--- config.mk ---
export PLATFORM = sky130hd
export DESIGN_NAME = q2_datapath
export DESIGN_NICKNAME = d
export VERILOG_FILES = /design/src/rtl/q2_pkg.sv /design/src/rtl/q2_datapath_frontpanel.sv /design/src/rtl/q2_datapath.sv
export SDC_FILE = /design/constraint.sdc
export NUM_CORES = 1
export LEC_CHECK = 0
export BUFFER_PORTS_ARGS = -buffer_cell sky130_fd_sc_hd__buf_2
export CORE_MARGIN = 3
export CORE_UTILIZATION = 47
export CTS_CLUSTER_SIZE = 12
export DETAILED_ROUTE_END_ITERATION = 16
export HOLD_SLACK_MARGIN = 0.06
export PLACE_DENSITY = 0.91
export SKIP_CTS_REPAIR_TIMING = 1
export SYNTH_ARGS = -nofsm -noshare
export SYNTH_HDL_FRONTEND = slang
export SYNTH_HIERARCHICAL = 1
export SYNTH_SLANG_ARGS = --single-unit
--- constraint.sdc ---
create_clock -name clk -period 2.14 [get_ports clk]
set_input_delay 0.107 -clock clk [delete_from_list [all_inputs] [get_ports clk]]
set_output_delay 0.107 -clock clk [all_outputs]
set_load 0.02 [all_outputs]
--- src/rtl/q2_pkg.sv ---
// q2_pkg: shared encodings for the Q2 datapath.
// X source selector codes and front-panel FSM states.
package q2_pkg;

    localparam logic [2:0] XSEL_ONES  = 3'd0;
    localparam logic [2:0] XSEL_ZERO  = 3'd1;
    localparam logic [2:0] XSEL_SHIFT = 3'd2;
    localparam logic [2:0] XSEL_P     = 3'd3;
    localparam logic [2:0] XSEL_DBUS  = 3'd4;

    typedef enum logic [2:0] {
        FP_BOOT,
        FP_IDLE,
        FP_DEP_WR,
        FP_DEP_INC,
        FP_DEP_WAIT
    } fp_state_t;

endpackage

--- src/rtl/q2_datapath_frontpanel.sv ---
// q2_frontpanel: boot load of P and deposit-with-auto-increment sequencing.
// Deposit states exist only when Q2_DEPOSIT_EN is defined; otherwise the
// FSM only steps BOOT -> IDLE and dep is ignored.
module q2_frontpanel
    import q2_pkg::*;
(
    input  logic clk,
    input  logic rst_n,
    input  logic dep,
    output logic load_sw,
    output logic fp_inc,
    output logic dep_wr,
    output logic dep_active,
    output logic mem_wr,
    output logic fp_busy
);

    fp_state_t state;
    fp_state_t state_next;

`ifdef Q2_DEPOSIT_EN
    logic dep_q;

    // Previous dep level, so a held request is seen as a single rising edge
    always_ff @(posedge clk or negedge rst_n) begin
        if (!rst_n) dep_q <= 1'b0;
        else        dep_q <= dep;
    end
`else
    logic unused_dep;
    assign unused_dep = dep;
`endif

    // State register; reset always returns to BOOT so P is reloaded from sw
    always_ff @(posedge clk or negedge rst_n) begin
        if (!rst_n) state <= FP_BOOT;
        else        state <= state_next;
    end

    // Next-state: one boot cycle, then a deposit walks WR -> INC -> WAIT
    always_comb begin
        state_next = state;
        case (state)
            FP_BOOT:     state_next = FP_IDLE;
`ifdef Q2_DEPOSIT_EN
            FP_IDLE:     if (dep && !dep_q) state_next = FP_DEP_WR;
            FP_DEP_WR:   state_next = FP_DEP_INC;
            FP_DEP_INC:  state_next = FP_DEP_WAIT;
            FP_DEP_WAIT: if (!dep) state_next = FP_IDLE;
`endif
            default:     state_next = FP_IDLE;
        endcase
    end

    // Outputs decoded from state only; mem_wr drops the moment reset hits
    always_comb begin
        load_sw    = (state == FP_BOOT);
        fp_busy    = (state != FP_IDLE);
        fp_inc     = 1'b0;
        dep_wr     = 1'b0;
        dep_active = 1'b0;
        mem_wr     = 1'b0;
`ifdef Q2_DEPOSIT_EN
        dep_wr     = (state == FP_DEP_WR);
        fp_inc     = (state == FP_DEP_INC);
        dep_active = dep_wr | fp_inc;
        mem_wr     = dep_wr;
`endif
    end

endmodule

--- src/rtl/q2_datapath.sv ---
// q2_datapath: Q2 CPU register datapath (A, X, P, S) with explicit
// value/enable bus drives and a front-panel boot/deposit sequencer.
// Define Q2_DEPOSIT_EN to include the front-panel deposit path.
module q2_datapath
    import q2_pkg::*;
#(
    parameter int               WIDTH = 12,
    parameter logic [WIDTH-1:0] P_RST = '0
) (
    input  logic             clk,
    input  logic             rst_n,
    input  logic [WIDTH-1:0] sw,
    input  logic             dep,
    input  logic [WIDTH-1:0] ain,
    input  logic             wra,
    input  logic             rda,
    input  logic             wrx,
    input  logic             rdx,
    input  logic [2:0]       xsel,
    input  logic             xshift_in,
    input  logic             wrp,
    input  logic             rdp,
    input  logic             incp,
    input  logic             wrs,
    input  logic             sin,
    input  logic [WIDTH-1:0] dbus_in,
    output logic [WIDTH-1:0] dbus_out,
    output logic             dbus_oe,
    output logic [WIDTH-1:0] abus_out,
    output logic             abus_oe,
    output logic [WIDTH-1:0] aout,
    output logic [WIDTH-1:0] xout,
    output logic [WIDTH-1:0] pout,
    output logic             sout,
    output logic             xshift_out,
    output logic             mem_wr,
    output logic             fp_busy,
    output logic             bus_err
);

    logic [WIDTH-1:0] a;
    logic [WIDTH-1:0] x;
    logic [WIDTH-1:0] p;
    logic             s;
    logic             err;
    logic [WIDTH-1:0] x_src;
    logic [WIDTH-1:0] p_inc;

    logic load_sw, fp_inc, dep_wr, dep_active;
    logic live;
    logic wra_en, rda_en, wrx_en, rdx_en, wrp_en, rdp_en, incp_en, wrs_en;
    logic reg_strobe, err_set, drive_p;

    q2_frontpanel u_fp (
        .clk        (clk),
        .rst_n      (rst_n),
        .dep        (dep),
        .load_sw    (load_sw),
        .fp_inc     (fp_inc),
        .dep_wr     (dep_wr),
        .dep_active (dep_active),
        .mem_wr     (mem_wr),
        .fp_busy    (fp_busy)
    );

    // Sequencer strobes are ignored during the boot cycle
    assign live    = !load_sw;
    assign wra_en  = live & wra;
    assign rda_en  = live & rda;
    assign wrx_en  = live & wrx;
    assign rdx_en  = live & rdx;
    assign wrp_en  = live & wrp;
    assign rdp_en  = live & rdp;
    assign incp_en = live & incp;
    assign wrs_en  = live & wrs;

    assign reg_strobe = wra_en | wrx_en | wrp_en | incp_en | wrs_en;
    assign err_set    = (rdp_en & rdx_en) | (rda_en & dep_wr) | (reg_strobe & dep_active);
    assign p_inc      = p + {{(WIDTH-1){1'b0}}, 1'b1};

    // X source mux; codes 5-7 leave X unchanged
    always_comb begin
        x_src = x;
        case (xsel)
            XSEL_ONES:  x_src = '1;
            XSEL_ZERO:  x_src = '0;
            XSEL_SHIFT: x_src = {x[WIDTH-2:0], xshift_in};
            XSEL_P:     x_src = p;
            XSEL_DBUS:  x_src = dbus_in;
            default:    x_src = x;
        endcase
    end

    // Accumulator load
    always_ff @(posedge clk or negedge rst_n) begin
        if (!rst_n)      a <= '0;
        else if (wra_en) a <= ain;
    end

    // X load; reads the old P when P changes in the same cycle
    always_ff @(posedge clk or negedge rst_n) begin
        if (!rst_n)      x <= '0;
        else if (wrx_en) x <= x_src;
    end

    // P: boot load from switches, then wrp > incp > front-panel increment
    always_ff @(posedge clk or negedge rst_n) begin
        if (!rst_n)                p <= P_RST;
        else if (load_sw)          p <= sw;
        else if (wrp_en)           p <= x;
        else if (incp_en | fp_inc) p <= p_inc;
    end

    // Status bit load
    always_ff @(posedge clk or negedge rst_n) begin
        if (!rst_n)      s <= 1'b0;
        else if (wrs_en) s <= sin;
    end

    // Sticky contention flag, cleared only by reset
    always_ff @(posedge clk or negedge rst_n) begin
        if (!rst_n)       err <= 1'b0;
        else if (err_set) err <= 1'b1;
    end

    // Data bus: a deposit drives the switch word, otherwise rda drives A
`ifdef Q2_DEPOSIT_EN
    assign dbus_out = dep_wr ? sw : (rda_en ? a : '0);
`else
    assign dbus_out = rda_en ? a : '0;
`endif
    assign dbus_oe  = rda_en | dep_wr;

    // Address bus: P wins over X; a deposit addresses memory with P
    assign drive_p  = rdp_en | dep_wr;
    assign abus_out = drive_p ? p : (rdx_en ? x : '0);
    assign abus_oe  = drive_p | rdx_en;

    assign aout       = a;
    assign xout       = x;
    assign pout       = p;
    assign sout       = s;
    assign xshift_out = x[WIDTH-1];
    assign bus_err    = err;

endmodule

### Word level (Yosys, flattened, before mapping)

Cells that the tools add are included.

| storage, ports and cells | value |
|---|---|
| register bits | 39 |
| bits of input ports | 52 |
| output and inout bits | 67 |
| logic and storage cells | 35 |

| cells by class | value |
|---|---|
| add/subtract/negate cells | 1 |
| equality and inequality tests | 4 |
| mux-type cells | 7 |
| bitwise gates (word level) | 11 |
| reduce and logical (&&, ||, !) cells | 6 |

Operators with widths:

| operator | count |
|---|---|
| $mux W12 | 6 |
| $pmux W12 S5 | 1 |
| $add A12 B1 Y12 const B | 1 |
| $and A1 B1 Y1 | 9 |
| $eq A3 B2 Y1 const B | 2 |
| $logic_not A3 Y1 | 2 |
| $reduce_bool A5 Y1 | 1 |
| $eq A3 B1 Y1 const B | 1 |
| $eq A3 B3 Y1 const B | 1 |
| $reduce_bool A3 Y1 | 1 |
| $reduce_and A2 Y1 | 1 |
| $logic_not A1 Y1 | 1 |
| $not A1 Y1 | 1 |
| $or A1 B1 Y1 | 1 |

### Depth between registers and ports, before layout

Gate-level depths: netlist (run 1).

| depth | value |
|---|---|
| depth after elaboration | 6 |
| gate-level depth with buffers | 8 |
| mapped depth without buffers | 5 |

### Cells and area by module

The synthesis (run 1) kept the hierarchy.

Modules (own cells, without submodules):

| module | times used | cells each | area an instance (µm²) | sequential area each (µm²) |
|---|---|---|---|---|
| q2_datapath | 1 | 281 | 2461.1 | 950.9 |
| q2_frontpanel | 1 | 9 | 73.8 | 25.0 |

### Worst setup path before layout (run 1)

No wires, ideal clock.

| timing path | value |
|---|---|
| path type | register -> output |
| from | register u_fp.state[0] |
| to | output abus_out[5] |
| arrival | 1.643 ns |
| data required time | 2.033 ns |
| path slack | 0.390 ns |
| stages on the path, launching flop included | 9 |
| buffers on the path | 3 |
| path through | dfrtp_1 inv_1 buf_4 buf_6 inv_2 a21oi_1 buf_2 nand3_1 nand2_1 |

| between the ends | value |
|---|---|
| longest elaborated chain between the ends | 5 |
| elaborated cells on any way between the ends | 6 |
| classes of those cells | mux (2); bitwise (2); reduce/logical (2) |

RTL lines:

| what | line | text |
|---|---|---|
| start: declaration | q2_datapath_frontpanel.sv:18 | `fp_state_t state;` |
| start signal: assignment | q2_datapath_frontpanel.sv:37 | `else state <= state_next;` |
| $logic_not A3 Y1 * | q2_datapath_frontpanel.sv:57 | `load_sw = (state == FP_BOOT);` |
| named net load_sw | q2_datapath.sv:49 | `logic load_sw, fp_inc, dep_wr, dep_active;` |
| $logic_not A1 Y1 * | q2_datapath.sv:67 | `assign live = !load_sw;` |
| $and A1 B1 Y1 | q2_datapath.sv:71 | `assign rdx_en = live & rdx;` |
| $mux W12 | q2_datapath.sv:136 | `assign abus_out = drive_p ? p : (rdx_en ? x : '0);` |
| $mux W12 * | q2_datapath.sv:136 |  |
| end: declaration | q2_datapath.sv:29 | `output logic [WIDTH-1:0] abus_out,` |

Mark *: on every way through the listed nets, which the timed path passes. The rest lies on a longest branch.

### Final worst setup path (run 1)

| timing path | value |
|---|---|
| from | register u_fp.state[0] |
| to | output abus_out[7] |

| between the ends | value |
|---|---|
| longest elaborated chain between the ends | 5 |
| elaborated cells on any way between the ends | 6 |
| classes of those cells | mux (2); bitwise (2); reduce/logical (2) |

RTL lines:

| what | line |
|---|---|
| $logic_not A3 Y1 * | q2_datapath_frontpanel.sv:57 |
| $logic_not A1 Y1 * | q2_datapath.sv:67 |
| $and A1 B1 Y1 | q2_datapath.sv:71 |
| $mux W12 | q2_datapath.sv:136 |
| $mux W12 * | q2_datapath.sv:136 |

Every way passes the cells marked *; elsewhere a longest branch is shown, timed or not.

==> results of run 1 <==
logic make-up (layout without fill, tap and decap cells):
logic type,Yosys count,after routing
buffers and inverters,31,146
AO/OA/AOI/OAI,81,81
flip-flops,39,39
adder cells (fa/ha/maj),1,1
multiplexers,14,14
AND/OR/NAND/NOR,121,121
other,2,5
XOR/XNOR,1,1
worst max-delay path, delay by kind of cell (launching register included):
kind | cells | cell delay, ps
buffers and inverters | 4 | 810
DFF | 1 | 360
AOI/OAI and AO/OA | 2 | 290
and+or+nand+nor | 1 | 90
worst paths after layout:
path                                         start                   to  slack (ps)
min reg2reg                    bus_err$_DFFE_PN0P_  bus_err$_DFFE_PN0P_         520
min                                         ain[4]  aout[4]$_DFFE_PN0P_          60
min in group asynchronous                    rst_n  pout[5]$_DFFE_PN0P_         490
max                        u_fp/state[0]$_DFF_PN0_          abus_out[7]         200
max reg2reg                u_fp/state[0]$_DFF_PN0_  xout[0]$_DFFE_PN0P_         330
max in group asynchronous                    rst_n  xout[1]$_DFFE_PN0P_        1080
where the power goes:
group          total, mW  internal [mW]  switching [mW]
combinational      0.841          0.338           0.503
clock              0.513          0.253           0.260
sequential          1.01          0.850           0.163
final cells by class:
type	count	area [sq um]
timing repair buffer	134	745.7
clock buffer	6	82.58
inverter	5	18.77
sequential	39	975.9
tap	70	87.58
multi-input combinational	223	1393
clock inverter	1	5.005
fill	425	1864
per-stage QoR:
step	total power, mW	area [sq um]	instances
3_3_place_gp	1.815	3098	459
5_1_grt	2.486	3308	478
6_report	2.367	3308	478
3_5_place_dp	1.841	3098	459
4_1_cts	2.352	3186	466
2_1_floorplan	1.527	2546	293
cells in the final DEF, fill, tap and decap left out, types with 8 or more instances in the layout:
| cell | Yosys | layout |
|---|---|---|
| buf_2 | 5 | 116 |
| nor2_1 | 13 | 13 |
| and2_1 | 12 | 12 |
| nand2_1 | 44 | 44 |
| dfrtp_1 | 39 | 39 |
| o32a_1 | 8 | 8 |
| a21oi_1 | 11 | 11 |
| nand3_1 | 18 | 18 |
| a22oi_1 | 12 | 12 |
| mux2_2 | 13 | 13 |
| o21ai_0 | 15 | 15 |
| dlygate4sd3_1 | 0 | 12 |
| and3_1 | 8 | 8 |
registers in the layout (all words and copies together) (netlist names):
signal / count
u_fp/state: 1
pout: 12
xout: 12
bus_err: 1
aout: 12
sout: 1
layer usage:
metal / share of wire [%] / track usage, %
met1: 40 / 31.33
met2: 50 / 42.40
met3: 9.5 / 5.079
met4: 1.0 / 5.842
met5: 0 / 0
==> impl.org, run 1 <==
** Timing
- Hold Violations, Final :: 0
- Actual transition at the worst max-transition pin :: 915.1 ps
- The tightest hold path in the finished design has a slack of about 63 ps.
- Measured against its own limit, the worst slew margin works out to 38.99%.
- Smallest setup slack after layout :: 195.7 ps
- Across the routed clock network, the largest skew measured is around 6.7 ps.
- Based on the critical path, the design can be clocked at up to between 0.5 and 0.6 GHz.
- The number of max-slew violations in the final report is 0.
- Setup violations remaining at the end of the flow were counted as 0.
- Final setup TNS :: 0 ps
- The worst path in the final design needs a cycle of roughly 1900 ps, including I/O delays and setup.
- Share of the clock period used by the worst path after layout :: 90.86%
- RSZ-0062 raised after global routing :: false

** Placed design
- Prior to clock tree synthesis, the placed netlist has a worst setup slack of ~360 ps.
- Weighted congestion reported at the end of routability-driven placement :: 0.9459
- Post-detail-place hpwl :: 5654 um
- Buffers placed on the I/O ports in this run total 116.

** Min path
- Worst hold path cell count :: 2
- The tightest min-delay check is of the input pin to flip-flop type.

** Yosys
- Basic-gate share of the synthesized area counting and, or, nand and nor cells :: 24.33%
- Warnings, synthesis :: 6
- For this run, the register share of the synthesized area comes to 38.50%.
- Most area-hungry cell type in the Yosys netlist :: dfrtp_1
- Top cells by count, synth :: nand2_1 (44), dfrtp_1 (39), nand3_1 (18)
- Post-Syn Instances :: 290
- Commonest register cell after synthesis :: dfrtp_1
- Synthesized-area fraction occupied by xor and xnor cells :: 0.3455%
- Combinational family with the most area after synthesis :: simple AND/OR/NAND/NOR gates
- Area share of the leading cell type in the synthesized netlist :: 38.50%
- After synthesis, the share of flip-flops with an asynchronous set or reset is 100.0%.
- After synthesis, the netlist uses a little over 50 different library cells.
- The synthesized netlist devotes less than 1% of its cell area to adder and majority cells.
- Summing the areas of all compound-gate instances in the mapped netlist gives 22.75% of the synthesized area.
- Summing every instance area after synthesis gives 2535 sq um.
- The synthesized design contains 0 enable-type register cells.
- Most repeated cell in the gate-level netlist after synthesis :: nand2_1
- Flops & latches, synth :: 39
- Sorting the synthesized cells by area gives the leading types as dfrtp_1 (38%), nand2_1 (6.5%), mux2_2 (5.8%).
- Of the post-synthesis cell area, the part taken by muxes is slightly above 6%.
- After synthesis, the mean cell area works out to roughly 8.7 sq um.

** CTS
- The number of clock buffers added by TritonCTS is 5.
- The later pin in the worst-skew pair is clocked with a latency of about 290 ps.
- Clock tree from TritonCTS :: built
- The clock net in this run drives a total of 39 sinks.
- The H-tree was split into 2 levels.
- Max Buffers Root-to-Sink :: 2
- CTS root buf :: clkbuf_8
- Worst-path clk slew :: 70 ps

** Critical path
- Worst r2r path cells :: 5
- Largest fanout of any net on the critical path :: 16
- Cells along the critical path :: inv_1, inv_2, a21oi_1, buf_4, nand3_1, o21ai_0, buf_2
- Worst EP arrival :: 1840 ps
- By startpoint and endpoint, the worst setup path is classified as flip-flop to output pin.
- STA puts the critical path data required time at about 2000 ps.
- In this design, the stage delay of the slowest critical-path cell is 360 ps.
- Nature of the critical path endpoint :: output pin
- For this design, the slowest cell found on the critical path is dfrtp_1.
- Startpoint kind of the worst setup timing path :: flip-flop

** Power and ir drop
- P_leak :: 1.624 nW
- VDD sags by at most roughly 0.0004 V.
- Dividing total power by cell area gives a power density of between 700 and 800 nW/um^2.

** Global route
- Global routing used 24.52% of the available tracks across all layers.
- Entering global routing, the biggest net connects 40 pins.
- First-pass GRT wire length :: 12320 um
- The initial antenna violation count was 0.
- The total overflow left after global routing is 0.
- The number of global-route vias before repair came to between 2000 and 3000.

** Routing
- The count of nets left with antenna violations once routing finished came out at 0.
- DR DRC count :: 0
- The detailed router finished its first iteration with 234 violations.
- Avg WL per Cell :: 16.51 um
- Before antenna repair, the detailed router went through 5 iterations.
- Post-DR vias/cell :: 5.718
- The routed design has roughly 8000 um of wire.
- Detailed-route via count :: 2733

** Finish
- Cells with a size suffix above 1 make up 37.75% of the layout.
- Relative to the synthesized area, the layout overhead comes to 30.50%.
- 0 antenna diodes ended up in the layout.
- The net count of the finished layout is 461.
- Once layout is complete, the utilization of the core stands at 63.96%.

** Die
- Placeable core region :: 5172 sq um
- Total number of placement rows :: 26
- Y dimension of the die :: 79.44 um
- Starting density of the core :: a little under 50%
- The die covers ~6300 sq um.
- Width of the die :: 79.44 um
- Top-level I/O count :: 119

** Run status
- The run finished with clean final reports.

** Run
- Max Cap Violations :: 0
(Power assumes the default switching activity.)
==> run 2: changes to the inputs <==
--- a/config.mk
+++ b/config.mk
@@ -7,13 +7,12 @@
 export LEC_CHECK = 0
 export BUFFER_PORTS_ARGS = -buffer_cell sky130_fd_sc_hd__buf_2
 export CORE_MARGIN = 3
-export CORE_UTILIZATION = 47
+export CORE_UTILIZATION = 46
 export CTS_CLUSTER_SIZE = 12
 export DETAILED_ROUTE_END_ITERATION = 16
 export HOLD_SLACK_MARGIN = 0.06
-export PLACE_DENSITY = 0.91
+export PLACE_DENSITY = 0.9
 export SKIP_CTS_REPAIR_TIMING = 1
 export SYNTH_ARGS = -nofsm -noshare
 export SYNTH_HDL_FRONTEND = slang
-export SYNTH_HIERARCHICAL = 1
 export SYNTH_SLANG_ARGS = --single-unit
==> constraint.sdc (replaced) <==
create_clock -name clk -period 1.85 [get_ports clk]
set_input_delay 0.0925 -clock clk [delete_from_list [all_inputs] [get_ports clk]]
set_output_delay 0.0925 -clock clk [all_outputs]
set_load 0.02 [all_outputs]
==> run 2 against run 1 <==
Compared with the run above:
- synthesized cell count decreased by 6.2%
- largest cell class unchanged
- utilization increased by 4.9 points
- cell area increased by 2.2%
- sequential share of layout area decreased by 0.62 points
- critical path type unchanged
==> impl.org, run 2 <==
** Timing
- Setup repair after global routing left no endpoint under its margin.
- Slew margin rel. :: between 60% and 70%
- Post-route minimum period :: 1741 ps
- Derived from the worst setup path, the maximum achievable clock frequency is between 0.5 and 0.6 GHz.
- The clock arrives with 8.061 ps of skew.
- Hold Violations, Final :: 0
- Share of the clock period used by the worst path after layout :: between 90% and 100%
- Count of final setup violators :: 0
- Fin. max-slew vios :: 0
- Smallest setup slack after layout :: 109.5 ps
- Final setup TNS :: 0 ps
- Actual transition at the worst max-transition pin :: ~530 ps

** Yosys
- Counting instances in the post-synthesis netlist gives the leading cell types as dfrtp_1 (39), nor2_1 (32), nand2_1 (27).
- The number of nets in the synthesized netlist is 325.
- The synthesized netlist occupies a cell area of 2420 sq um.
- Commonest register cell after synthesis :: dfrtp_1
- Number of flops mapped to enable cells by yosys :: 0
- The synthesized design spends more area on one cell type than any other, namely dfrtp_1.
- The synthesized design devotes to its leading area cell type 40.33% of total area.
- Async set-or-reset flop fraction in the synthesized netlist :: 100.0%
- Most repeated cell in the gate-level netlist after synthesis :: dfrtp_1
- Post-Syn Instances :: 272
- Number of distinct library cells after synthesis :: 43
- For this run, the number of Yosys warnings is 0.
- Synthesis inferred 39 register bits.
- Each instance of the synthesized netlist takes up on average 8.896 sq um.
- Yosys attributes the largest share of cell area to dfrtp_1 (40%), mux2i_1 (6.6%), mux2_2 (6.5%).
- Share of the yosys chip area belonging to registers :: 40.33%

** Critical path
- In this run the worst path has a maximum fanout of 10.
- Category of the critical setup timing path :: flip-flop to output pin
- Among all stages on the critical path, the largest delay is contributed by dfrtp_1.
- Buffers and inverters on the worst path :: 3
- Data arrives at the worst endpoint at 1650 ps.
- The signal on the critical path passes through clkinvlp_4, buf_4, nor2_1, buf_2.
- The worst setup path is launched from a flip-flop.
- The worst setup path is captured at an output pin.
- For this run, the slowest stage of the critical path takes roughly 520 ps.
- Flop-to-flop setup slack :: 190 ps
- STA puts the critical path data required time at 1760 ps.
- On the critical path the largest part of the delay comes from buffers and inverters.

** Finish
- Net count, final :: 453
- Final antenna diode count :: 0
- Relative to the synthesized area, the layout overhead comes to 39.66%.
- In the layout the commonest cells are buf_2 (116), dfrtp_1 (39), nor2_1 (32).
- Number of fill cells :: 383
- Of the cells placed in the final design, the portion with a size suffix greater than 1 is 37.91%.
- Post-layout instance area :: 3379 sq um
- Leaving out fill and tap cells, the most frequent cell in the layout is buf_2.

** Die
- Total number of placement rows :: 25
- 119 I/O pins were placed.
- From bottom edge to top edge, the die measures 78.53 um.
- The die is 78.53 um wide.
- Placeable core region :: around 4900 sq um
- For this configuration, the core starts out at a cell density of around half.
- Die area :: 6167 sq um

** Routing
- Avg WL per Cell :: 16.28 um
- Length of routed met2 wiring :: 3898 um
- DRT Wirelength :: 7621 um
- After detailed routing, the number of remaining DRC violations is 0.
- The detailed router put a total of 3011 um of wire on met1.
- In this run, the number of DRC markers left after iteration 0 of detailed routing was between 150 and 200.
- Detailed-route via count :: 2596
- The detailed router used layers up to and including met4.
- WL met3 :: approximately 530 um
- In the routed layout, each cell is associated on average with a via count of 5.547.
- Final antenna-violating net count :: 0
- Count of TritonRoute iterations in the first routing pass :: 4

** Power and ir drop
- P_leak :: approximately 1.7 nW
- Net switching is 35.22% of the power.
- Internal power :: 1.923 mW
- Total power divided by cell area :: 878.4 nW/um^2
- The worst-case IR drop observed on VDD is slightly below 0.0006 V.
- Relative contribution of the clock network to total power :: 28.8%
- Of the total power, combinational logic draws 31.9%.
- Registers are responsible for approximately 40% of the overall power.
- Net switching power figure :: 1.045 mW

** CTS
- Clock tree synthesis found a total of 39 sinks.
- Clock tree from TritonCTS :: built
- For the worst-skew pair, the clock arrives at the later sink with an insertion delay of 300 ps.
- Number of H-tree levels :: 2
- After clock tree synthesis, the clock-pin slew on the worst setup and hold paths is 80 ps.
- CTS root buf :: clkbuf_8
- The clock passes through at most 2 buffers.
- Buffers inserted during clock tree synthesis total 5.

** Placed design
- In this run the tool buffered the top-level ports with 116 buffer cells.
- Once detailed placement completed, the half-perimeter wirelength came to 5531 um.
- The placed instances occupy a cell area of 3042 sq um.
- Weighted congestion reported at the end of routability-driven placement :: 0.8723
- OpenSTA, run right after detailed placement, puts the worst setup slack at 203.8 ps.

** Run
- The tool flagged a number of max-cap violations equal to 0.

** Global route
- Pin count of the biggest net entering global routing :: 24
- The initial antenna violation count is 0.
- Global-route congestion overflow total :: 0
- The number of global-route vias before repair came to 2381.
- First-pass GRT wire length :: 11730 um
- Global routing consumed, over all layers together, between 20% and 30% of the routing resources.

** Run status
- The run finished with clean final reports.

** Min path
- In this run the worst hold path is classified as input pin to flip-flop.
run 2: cell count changes in the layout (fill, tap and decap cells not counted), sizes merged, moves of 7 or more:
cell	delta
o32a	-7
and2	-11
dlygate4sd3	+8
nand3	-13
nand2	-17
nor2	+18
mux2i	+15
run 2: final timing paths:
check	start	endpoint	cells past startpoint
min in group asynchronous	rst_n	aout[0]$_DFFE_PN0P_	2
setup / recovery	u_fp.state[0]$_DFF_PN0_	abus_out[8]	4
hold reg to reg	bus_err$_DFFE_PN0P_	bus_err$_DFFE_PN0P_	1
setup reg to reg	pout[0]$_DFFE_PN0P_	pout[11]$_DFFE_PN0P_	4
max in group asynchronous	rst_n	pout[6]$_DFFE_PN0P_	3
hold / removal	sw[9]	pout[9]$_DFFE_PN0P_	3
run 2: power by group through the flow:
stage | Combinational [mW] | Sequential [mW] | Clock (mW)
after floorplan | 0.451 | 1.28 | 0
after global placement | 0.885 | 1.16 | 0
after detailed placement | 0.912 | 1.17 | 0
after CTS | 0.916 | 1.16 | 0.861
after global routing | 1.03 | 1.19 | 0.880
final | 0.948 | 1.17 | 0.855
run 2: cell families (layout without fill, tap and decap cells):
kind of cell             after synthesis  in the layout  synth area share (%)
AND/OR/NAND/NOR                       94             94                 18.87
AO/OA/AOI/OAI                         70             70                 19.18
flip-flops                            39             39                 40.33
multiplexers                          30             30                 13.13
buffers and inverters                 30            159                 5.481
XOR/XNOR                               6              6                 2.172
other                                  2              2                0.3104
adder cells (fa/ha/maj)                1              1                0.5170
run 2: layout make-up:
type / count / area [sq um] / share of cell area [%]
Tap cell: 67 / 83.83 / 2.481
Timing Repair Buffer: 145 / 848.3 / 25.10
Multi-Input combinational cell: 203 / 1313 / 38.84
Clock inverter: 2 / 60.06 / 1.777
Inverter: 6 / 26.28 / 0.7775
Sequential cell: 39 / 975.9 / 28.88
Clock buffer: 6 / 72.57 / 2.147
run 2: routing by layer:
metal | global-route usage (%) | up-vias
met5 | 0 | -
met4 | 9.441 | 0
met3 | 4.472 | 20
met2 | 40.41 | 114
met1 | 30.58 | 1239
li1 | - | 1223
run 2: worst reg2reg max path: stages (launching register included):
cell and delay (ps):
dfrtp_1 500, nand3_1 220, nor4_1 480, mux2i_1 260, a21oi_1 100
run 2: per-stage QoR:
step | util, % | power [mW] | hold slack, ps | cells
after floorplan | - | 1.728 | -203.1 | 272
after global placement | 61.94 | 2.049 | 87.46 | 440
after detailed placement | 61.94 | 2.084 | 89.71 | 440
after CTS | 64.64 | 2.934 | -230.9 | 448
after global routing | 68.82 | 3.094 | 80.97 | 468
final | 68.82 | 2.968 | 72.47 | 468
